`config.mk`:
```
export PLATFORM = sky130hd
export DESIGN_NAME = pipeline_ctrl
export DESIGN_NICKNAME = d
export VERILOG_FILES = /design/src/rtl/pipeline_pkg.sv /design/src/rtl/pipeline_ctrl_sat_counter.sv /design/src/rtl/pipeline_ctrl.sv
export SDC_FILE = /design/constraint.sdc
export NUM_CORES = 1
export LEC_CHECK = 0
export CORE_UTILIZATION = 36
export DETAILED_ROUTE_END_ITERATION = 16
export DONT_BUFFER_PORTS = 1
export GPL_TIMING_DRIVEN = 0
export PLACE_DENSITY_LB_ADDON = 0.05
export SLEW_MARGIN = 20
export SYNTH_ARGS = -nofsm -noshare
export SYNTH_HDL_FRONTEND = slang
export SYNTH_SLANG_ARGS = --single-unit
```
`constraint.sdc`:
```
create_clock -name clk -period 1.8 [get_ports clk]
set_input_delay 0 -clock clk [delete_from_list [all_inputs] [get_ports clk]]
set_output_delay 0 -clock clk [all_outputs]
set_load 0.005 [all_outputs]
```
`src/rtl/pipeline_pkg.sv`:
```
// Shared types and constants for the pipeline hazard controller:
// register address width, forwarding select encodings and the scoreboard slot.
package pipeline_pkg;

  localparam int REG_ADDR_W = 5;

  localparam logic [1:0] FWD_RF  = 2'b00;
  localparam logic [1:0] FWD_MEM = 2'b01;
  localparam logic [1:0] FWD_WB  = 2'b10;

  typedef struct packed {
    logic                  valid;
    logic [REG_ADDR_W-1:0] rd;
    logic                  w_en;
    logic                  is_load;
    logic [REG_ADDR_W-1:0] rs1;
    logic [REG_ADDR_W-1:0] rs2;
    logic                  rs1_used;
    logic                  rs2_used;
  } slot_t;

  // x0 is hardwired to zero, so a write to it never counts as a producer.
  function automatic logic slot_writes(input slot_t s);
    return s.valid && s.w_en && (s.rd != '0);
  endfunction

endpackage

```
`src/rtl/pipeline_ctrl_sat_counter.sv`:
```
// Event counter that sticks at all-ones instead of wrapping.
module sat_counter #(
  parameter int WIDTH = 16
) (
  input  logic             clk,
  input  logic             rst,
  input  logic             inc,
  output logic [WIDTH-1:0] count
);

  logic [WIDTH-1:0] count_q;
  logic [WIDTH-1:0] count_d;

  always_comb begin
    count_d = count_q;
    if (inc && (count_q != '1)) begin
      count_d = count_q + WIDTH'(1);
    end
  end

  always_ff @(posedge clk or posedge rst) begin
    if (rst) begin
      count_q <= '0;
    end else begin
      count_q <= count_d;
    end
  end

  assign count = count_q;

endmodule

```
`src/rtl/pipeline_ctrl.sv`:
```
// Hazard controller for a 5-stage pipeline: shadow scoreboard of EX/MEM/WB,
// load-use stall, branch flush, memory freeze and operand forwarding selects.
module pipeline_ctrl
  import pipeline_pkg::*;
(
  input  logic        clk,
  input  logic        rst,
  input  logic        id_valid,
  input  logic [4:0]  id_rs1,
  input  logic [4:0]  id_rs2,
  input  logic        id_rs1_used,
  input  logic        id_rs2_used,
  input  logic [4:0]  id_rd,
  input  logic        id_reg_w_en,
  input  logic        id_is_load,
  input  logic        ex_branch_taken,
  input  logic        mem_busy,
  output logic        stall_if,
  output logic        stall_id,
  output logic        flush_if_id,
  output logic        flush_id_ex,
  output logic        freeze,
  output logic [1:0]  fwd_rs1_sel,
  output logic [1:0]  fwd_rs2_sel,
  output logic [15:0] stall_cnt,
  output logic [15:0] flush_cnt
);

  slot_t ex_q, ex_d;
  slot_t mem_q, mem_d;
  slot_t wb_q, wb_d;
  slot_t id_slot;
  logic  load_use;
  logic  stall_inc;
  logic  flush_inc;

  function automatic logic [1:0] fwd_sel(input slot_t mem_s, input slot_t wb_s,
                                         input logic [REG_ADDR_W-1:0] rs,
                                         input logic used);
    logic [1:0] sel;
    sel = FWD_RF;
    if (used && slot_writes(mem_s) && !mem_s.is_load && (mem_s.rd == rs)) begin
      sel = FWD_MEM;
    end else if (used && slot_writes(wb_s) && (wb_s.rd == rs)) begin
      sel = FWD_WB;
    end
    return sel;
  endfunction

  always_comb begin
    id_slot          = '0;
    id_slot.valid    = id_valid;
    id_slot.rd       = id_rd;
    id_slot.w_en     = id_reg_w_en;
    id_slot.is_load  = id_is_load;
    id_slot.rs1      = id_rs1;
    id_slot.rs2      = id_rs2;
    id_slot.rs1_used = id_rs1_used;
    id_slot.rs2_used = id_rs2_used;
  end

  always_comb begin
    load_use = id_valid && slot_writes(ex_q) && ex_q.is_load &&
               ((id_rs1_used && (id_rs1 == ex_q.rd)) ||
                (id_rs2_used && (id_rs2 == ex_q.rd)));
  end

  // Priority: memory freeze, then branch flush, then load-use stall.
  always_comb begin
    stall_if    = 1'b0;
    stall_id    = 1'b0;
    flush_if_id = 1'b0;
    flush_id_ex = 1'b0;
    freeze      = 1'b0;
    stall_inc   = 1'b0;
    flush_inc   = 1'b0;
    ex_d        = ex_q;
    mem_d       = mem_q;
    wb_d        = wb_q;
    if (mem_busy) begin
      freeze   = 1'b1;
      stall_if = 1'b1;
      stall_id = 1'b1;
    end else if (ex_branch_taken) begin
      flush_if_id = 1'b1;
      flush_id_ex = 1'b1;
      flush_inc   = 1'b1;
      ex_d        = '0;
      mem_d       = ex_q;
      wb_d        = mem_q;
    end else if (load_use) begin
      stall_if    = 1'b1;
      stall_id    = 1'b1;
      flush_id_ex = 1'b1;
      stall_inc   = 1'b1;
      ex_d        = '0;
      mem_d       = ex_q;
      wb_d        = mem_q;
    end else begin
      ex_d  = id_slot;
      mem_d = ex_q;
      wb_d  = mem_q;
    end
  end

  always_comb begin
    fwd_rs1_sel = fwd_sel(mem_q, wb_q, ex_q.rs1, ex_q.rs1_used);
    fwd_rs2_sel = fwd_sel(mem_q, wb_q, ex_q.rs2, ex_q.rs2_used);
  end

  always_ff @(posedge clk or posedge rst) begin
    if (rst) begin
      ex_q  <= '0;
      mem_q <= '0;
      wb_q  <= '0;
    end else begin
      ex_q  <= ex_d;
      mem_q <= mem_d;
      wb_q  <= wb_d;
    end
  end

  sat_counter #(.WIDTH(16)) u_stall_cnt (
    .clk   (clk),
    .rst   (rst),
    .inc   (stall_inc),
    .count (stall_cnt)
  );

  sat_counter #(.WIDTH(16)) u_flush_cnt (
    .clk   (clk),
    .rst   (rst),
    .inc   (flush_inc),
    .count (flush_cnt)
  );

endmodule

```
Yosys cells after proc, flatten, opt, wreduce, memory -nomap -nowiden:

Cells that the tools add are included.
Widths: inputs -> output; s select.

* $add $sub $neg: 2
* multipliers: 0
* divide/modulo/power cells: 0
* magnitude comparators: 0
* equal/unequal tests: 8
* shift operators: 0
* multiplexer cells: 15
* bitwise logic cells: 0
* reductions and logical operators: 28

Operator list (count)
* $mux 20: 2
* $add 16x1->16 const B: 2
* $ne 16x16->1 const B: 2
* $eq 5x5->1: 6
* $logic_and 1x1->1: 23
* $reduce_bool 5->1: 3
* $mux 1: 9
* $mux 2: 4
* $logic_not 1->1: 1
* $logic_or 1x1->1: 1

* register bits: 67
* bits in latches: 0
* RAM bits: 0
* ROM bits: 0
* input port bits: 24
* output and inout port bits: 41
* word-level logic and storage cells: 70
* memories: 0

Logic depth before layout (Yosys ltp):

* depth in word-level cells: 9
* depth in mapped cells: 7
* gate-level depth less buffers: 6

Hierarchy:

Synthesis repeated with hierarchy kept, for this count alone.

* cells, all modules: 329
* area, all modules: 3570.9 µm²

Modules (own cells, without submodules)
* pipeline_ctrl: times used 1, cells each 187, area an instance 1959.4 µm², sequential area each 875.8 µm²
* sat_counter: times used 2, cells each 71, area an instance 805.8 µm², sequential area each 400.4 µm²

Worst setup path after synthesis:

OpenSTA, ideal clock, no wires.

* kind: register to register
* start: register ex_q[14] (netlist name)
* end: register u_stall_cnt.count_q[12], in the netlist u_stall_cnt.count[12]
* setup time: 0.138 ns
* arrival time: 1.663 ns
* required time: 1.662 ns
* path slack: -0.001 ns
* stages on the path, launching flop included: 7
* path buffers: 1
* clock period less this slack: 1.801 ns
* path through: dfrtp_1 or4_1 o21ba_2 o211ai_2 buf_6 nor4_1 xor2_1

* word-level cells in the longest chain between the ends: 9
* elaborated cells on any way between the ends: 14
* classes of those cells: eq/ne (2); mux (3); reduce/logical (9)

Ends and longest elaborated chain
* start, declared: line pipeline_ctrl.sv:29 `slot_t ex_q, ex_d;`
* start signal, assigned: line pipeline_ctrl.sv:113 `ex_q <= '0;`
* start signal, assigned: line pipeline_ctrl.sv:117 `ex_q <= ex_d;`
* $reduce_bool 5->1: line pipeline_pkg.sv:24 `return s.valid && s.w_en && (s.rd != '0);`
* $logic_and 1x1->1: line pipeline_pkg.sv:24
* $logic_and 1x1->1 (2 in a row): line pipeline_ctrl.sv:63 `load_use = id_valid && slot_writes(ex_q) && ex_q.is_load &&`
* $logic_and 1x1->1 *: line pipeline_ctrl.sv:63
* $mux 1 *: line pipeline_ctrl.sv:91 `end else if (load_use) begin`
* $mux 1 *: line pipeline_ctrl.sv:84 `end else if (ex_branch_taken) begin`
* $mux 1 *: line pipeline_ctrl.sv:80 `if (mem_busy) begin`
* $logic_and 1x1->1 *: line pipeline_ctrl_sat_counter.sv:16 `if (inc && (count_q != '1)) begin`
* end signal, assigned: line pipeline_ctrl_sat_counter.sv:25 `count_q <= count_d;`
* end, declared: line pipeline_ctrl_sat_counter.sv:11 `logic [WIDTH-1:0] count_q;`

Mark *: on every way between the ends. The rest lies on a longest branch, timed or not.
A chain may end at the register's enable or synchronous reset.

Worst setup path in the final report:

* start: register ex_q[17] (netlist name)
* end: register ex_q[16] (netlist name)

* word-level cells in the longest chain between the ends: 7
* elaborated cells on any way between the ends: 12
* classes of those cells: eq/ne (2); mux (2); reduce/logical (8)

Ends and longest elaborated chain (line)
* $reduce_bool 5->1: pipeline_pkg.sv:24
* $logic_and 1x1->1: pipeline_pkg.sv:24
* $logic_and 1x1->1 (2 in a row): pipeline_ctrl.sv:63
* $logic_and 1x1->1 *: pipeline_ctrl.sv:63
* $mux 20 *: pipeline_ctrl.sv:91
* $mux 20 *: pipeline_ctrl.sv:84

Marks and branches as above.

==> metrics.txt <==
Post-Place Worst Slack=-0.406 ns; Area contributors post-synth=dfrtp_1, xor2_1, mux2_2; slew of the pin with the lowest slew margin=0.625 ns; filler cell count=794; Port Buffers=0; class of the worst hold path=input pin to flop; WP data required=2.03 ns; Reg clk slew, reported paths=0.08 ns; final hold vios=0; commonest register cell after synthesis=dfrtp_1; Die H=97.1 microns; maxcap violations=0; placed cell count=390; overall power=0.00376 W; global-route wire length before repair=14000 microns; per-cell routed wire length=19.3 microns; Fmax=469 MHz; CTS Buf Count=9; RD Place Congestion=0.757; yosys warns=0; Leak=2.18 nW; CTS root buf=clkbuf_8; critical path type=flop to flop; Mapped Cells=281; Setup crit end kind=flop; Critical Path Start Type=flop; largest net degree at the start of global routing=35; area growth from synthesis to layout=37.6%; clock sinks=67; Max clock buf depth=2; Post-synth EDFFs=0; largest area contributor in the synthesized netlist=dfrtp_1; vias per std cell=5.33; Detailed Routing Iterations Pass 1=4; initial antenna violation count=0; failing checks=setup timing; PD cells=840 mW/mm^2; Antenna Cells=0; effective utilization at floorplan=0.373; Synth cell types=37; CTS tree=done; H-tree Lvls=3; Vias=2423; total track usage=0.191; Tcrit/Tclk final=1.19; Routed WL=8790 microns; Cell Count, Final, Fillers Out=455; core area=0.00872 sq mm; worst hold slack=0.0385 ns; unrepaired setup endpoints after global routing=true; crit path time final=2.13 ns; Synth Net Count=307; Seq/Total Area, Yosys=0.515; Slew Limit Fails=0; ANT nets after route=0; final core occ=0.514; Max Fanout on Critical Path=5; vias in the first global route=2568; I/O pin total=65; Die X=97.1 microns; Post-Syn Area per Cell=11.6 sq um; layout cell share with drive strength beyond 1=0.352; DR iter-0 viols=63; Worst VDD drop=322 uV; Synth Register Bits=67; Rel. slew slack=0.584; Final WS setup=-0.334 ns; die area=0.00943 sq mm; async set-reset flop share out of synthesis=1.00; Final HPWL DP=5580 microns; status=complete, but fails checks; Final Skew=0.00855 ns; Post-Syn Area=0.00326 sq mm; Yosys top cell area share=0.515; row cnt=34; final net count=369; GR Overflow Total=0; setup violators final=40; Clk Latency, worst-skew pair=0.35 ns; Arrival @ worst endpoint=2.36 ns; DR DRC count=0
==> critical path: stages, from the launching register on <==
cell     delay [ns]
dfrtp_2        0.47
xor2_2         0.18
nor4_4         0.34
a32oi_2        0.11
buf_4          0.17
o31a_1         0.39
buf_6          0.17
a22o_1         0.18
==> power by group <==
| group | total, W | switching, W | internal, W |
|---|---|---|---|
| combinational | 0.000662 | 0.000311 | 0.000351 |
| clock | 0.00123 | 0.000604 | 0.000628 |
| sequential | 0.00187 | 0.000214 | 0.00166 |
==> registers in the layout, summed over array words and instances, names as in the netlist <==
signal	cells
u_stall_cnt.count	16
mem_q	8
ex_q	20
u_flush_cnt.count	16
wb_q	7
==> layout make-up <==
type | instances | area, sq um | share of cell area
Clock inverter | 5 | 55.1 | 0.0123
Clock buffer | 10 | 128 | 0.0285
Sequential cell | 67 | 1690 | 0.378
Multi-Input combinational cell | 200 | 1870 | 0.417
Timing Repair Buffer | 52 | 510 | 0.114
Tap cell | 108 | 135 | 0.0302
Buffer | 9 | 71.3 | 0.0159
Inverter | 4 | 17.5 | 0.00391
==> what timing repair did <==
item,4_1_cts,5_1_grt
endpoints found under the setup margin,51,51
hold buffers,23,0
setup buffers,11,14
gates resized for setup,50,47
gates cloned,1,2
pin swaps,18,46
endpoints found under the hold margin,94,0
==> final timing paths <==
path | start | endpoint | slack, ns | depth (start not counted)
max | ex_q[17] | ex_q[16] | -0.33 | 7
min | ex_branch_taken | u_flush_cnt.count[0] | 0.04 | 3
max reg2reg | ex_q[17] | ex_q[16] | -0.33 | 7
min reg2reg | mem_q[12] | mem_q[12] | 0.51 | 1
max in group asynchronous | rst | ex_q[18] | 1.11 | 3
min in group asynchronous | rst | u_stall_cnt.count[2] | 0.15 | 2
==> cell usage after synthesis, drive strengths merged, types with 3 or more instances <==
library cell  instances
nor2                 11
buf                   7
and3                  6
inv                   4
clkbuf                3
xor2                 43
nand3                16
xnor2                14
or4                   3
a22o                 20
mux2                 17
dfrtp                67
nor4                 14
nor3b                 3
a21oi                 3
nand4                 9
nor3                 10
nand2                13
==> cell families (layout without fill, tap and decap cells) <==
kind of cell	Yosys count	count (layout)	synth area share
DFF	67	67	0.515
muxes	17	17	0.0588
buffers and inverters	14	80	0.0219
xor gates and xnor gates	57	57	0.153
AOI/OAI and AO/OA	33	33	0.0865
and+or+nand+nor	91	91	0.157
adders and majority gates	2	2	0.00769
==> cell usage in the layout (no fill, tap or decap), types with 2 or more instances in the layout <==
master,instances
a21oi_1,2
a22o_1,20
and2_1,2
and3_1,5
and4_1,2
buf_12,2
buf_4,18
buf_6,13
clkbuf_1,4
clkbuf_8,9
clkinv_2,2
clkinvlp_4,2
dfrtp_1,53
dfrtp_2,14
dlygate4sd3_1,23
ha_1,2
inv_1,3
mux2_2,16
nand2_1,12
nand3_1,15
nand4_1,9
nor2_1,7
nor2_2,2
nor2_4,2
nor3_2,2
nor3_4,7
nor3b_4,2
nor4_1,4
nor4_2,2
nor4_4,8
or4_4,3
xnor2_1,14
xor2_1,41
xor2_2,2
==> through the flow <==
step	setup TNS [ns]	instance area, sq um
4_1_cts	-11.53	4150
2_1_floorplan	0	3260
5_1_grt	-12.80	4480
3_3_place_gp	-63.00	3400
6_report	-10.50	4480
3_5_place_dp	-12.07	3420
==> per-layer routing <==
layer	vias to the layer above	wire (microns)	global-route usage
li1	1135	-	-
met1	1229	4010	0.249
met2	50	4320	0.303
met3	9	365	0.0583
met4	0	95	0.0620
met5	-	0	0
Power figures use the tool's default switching activity.
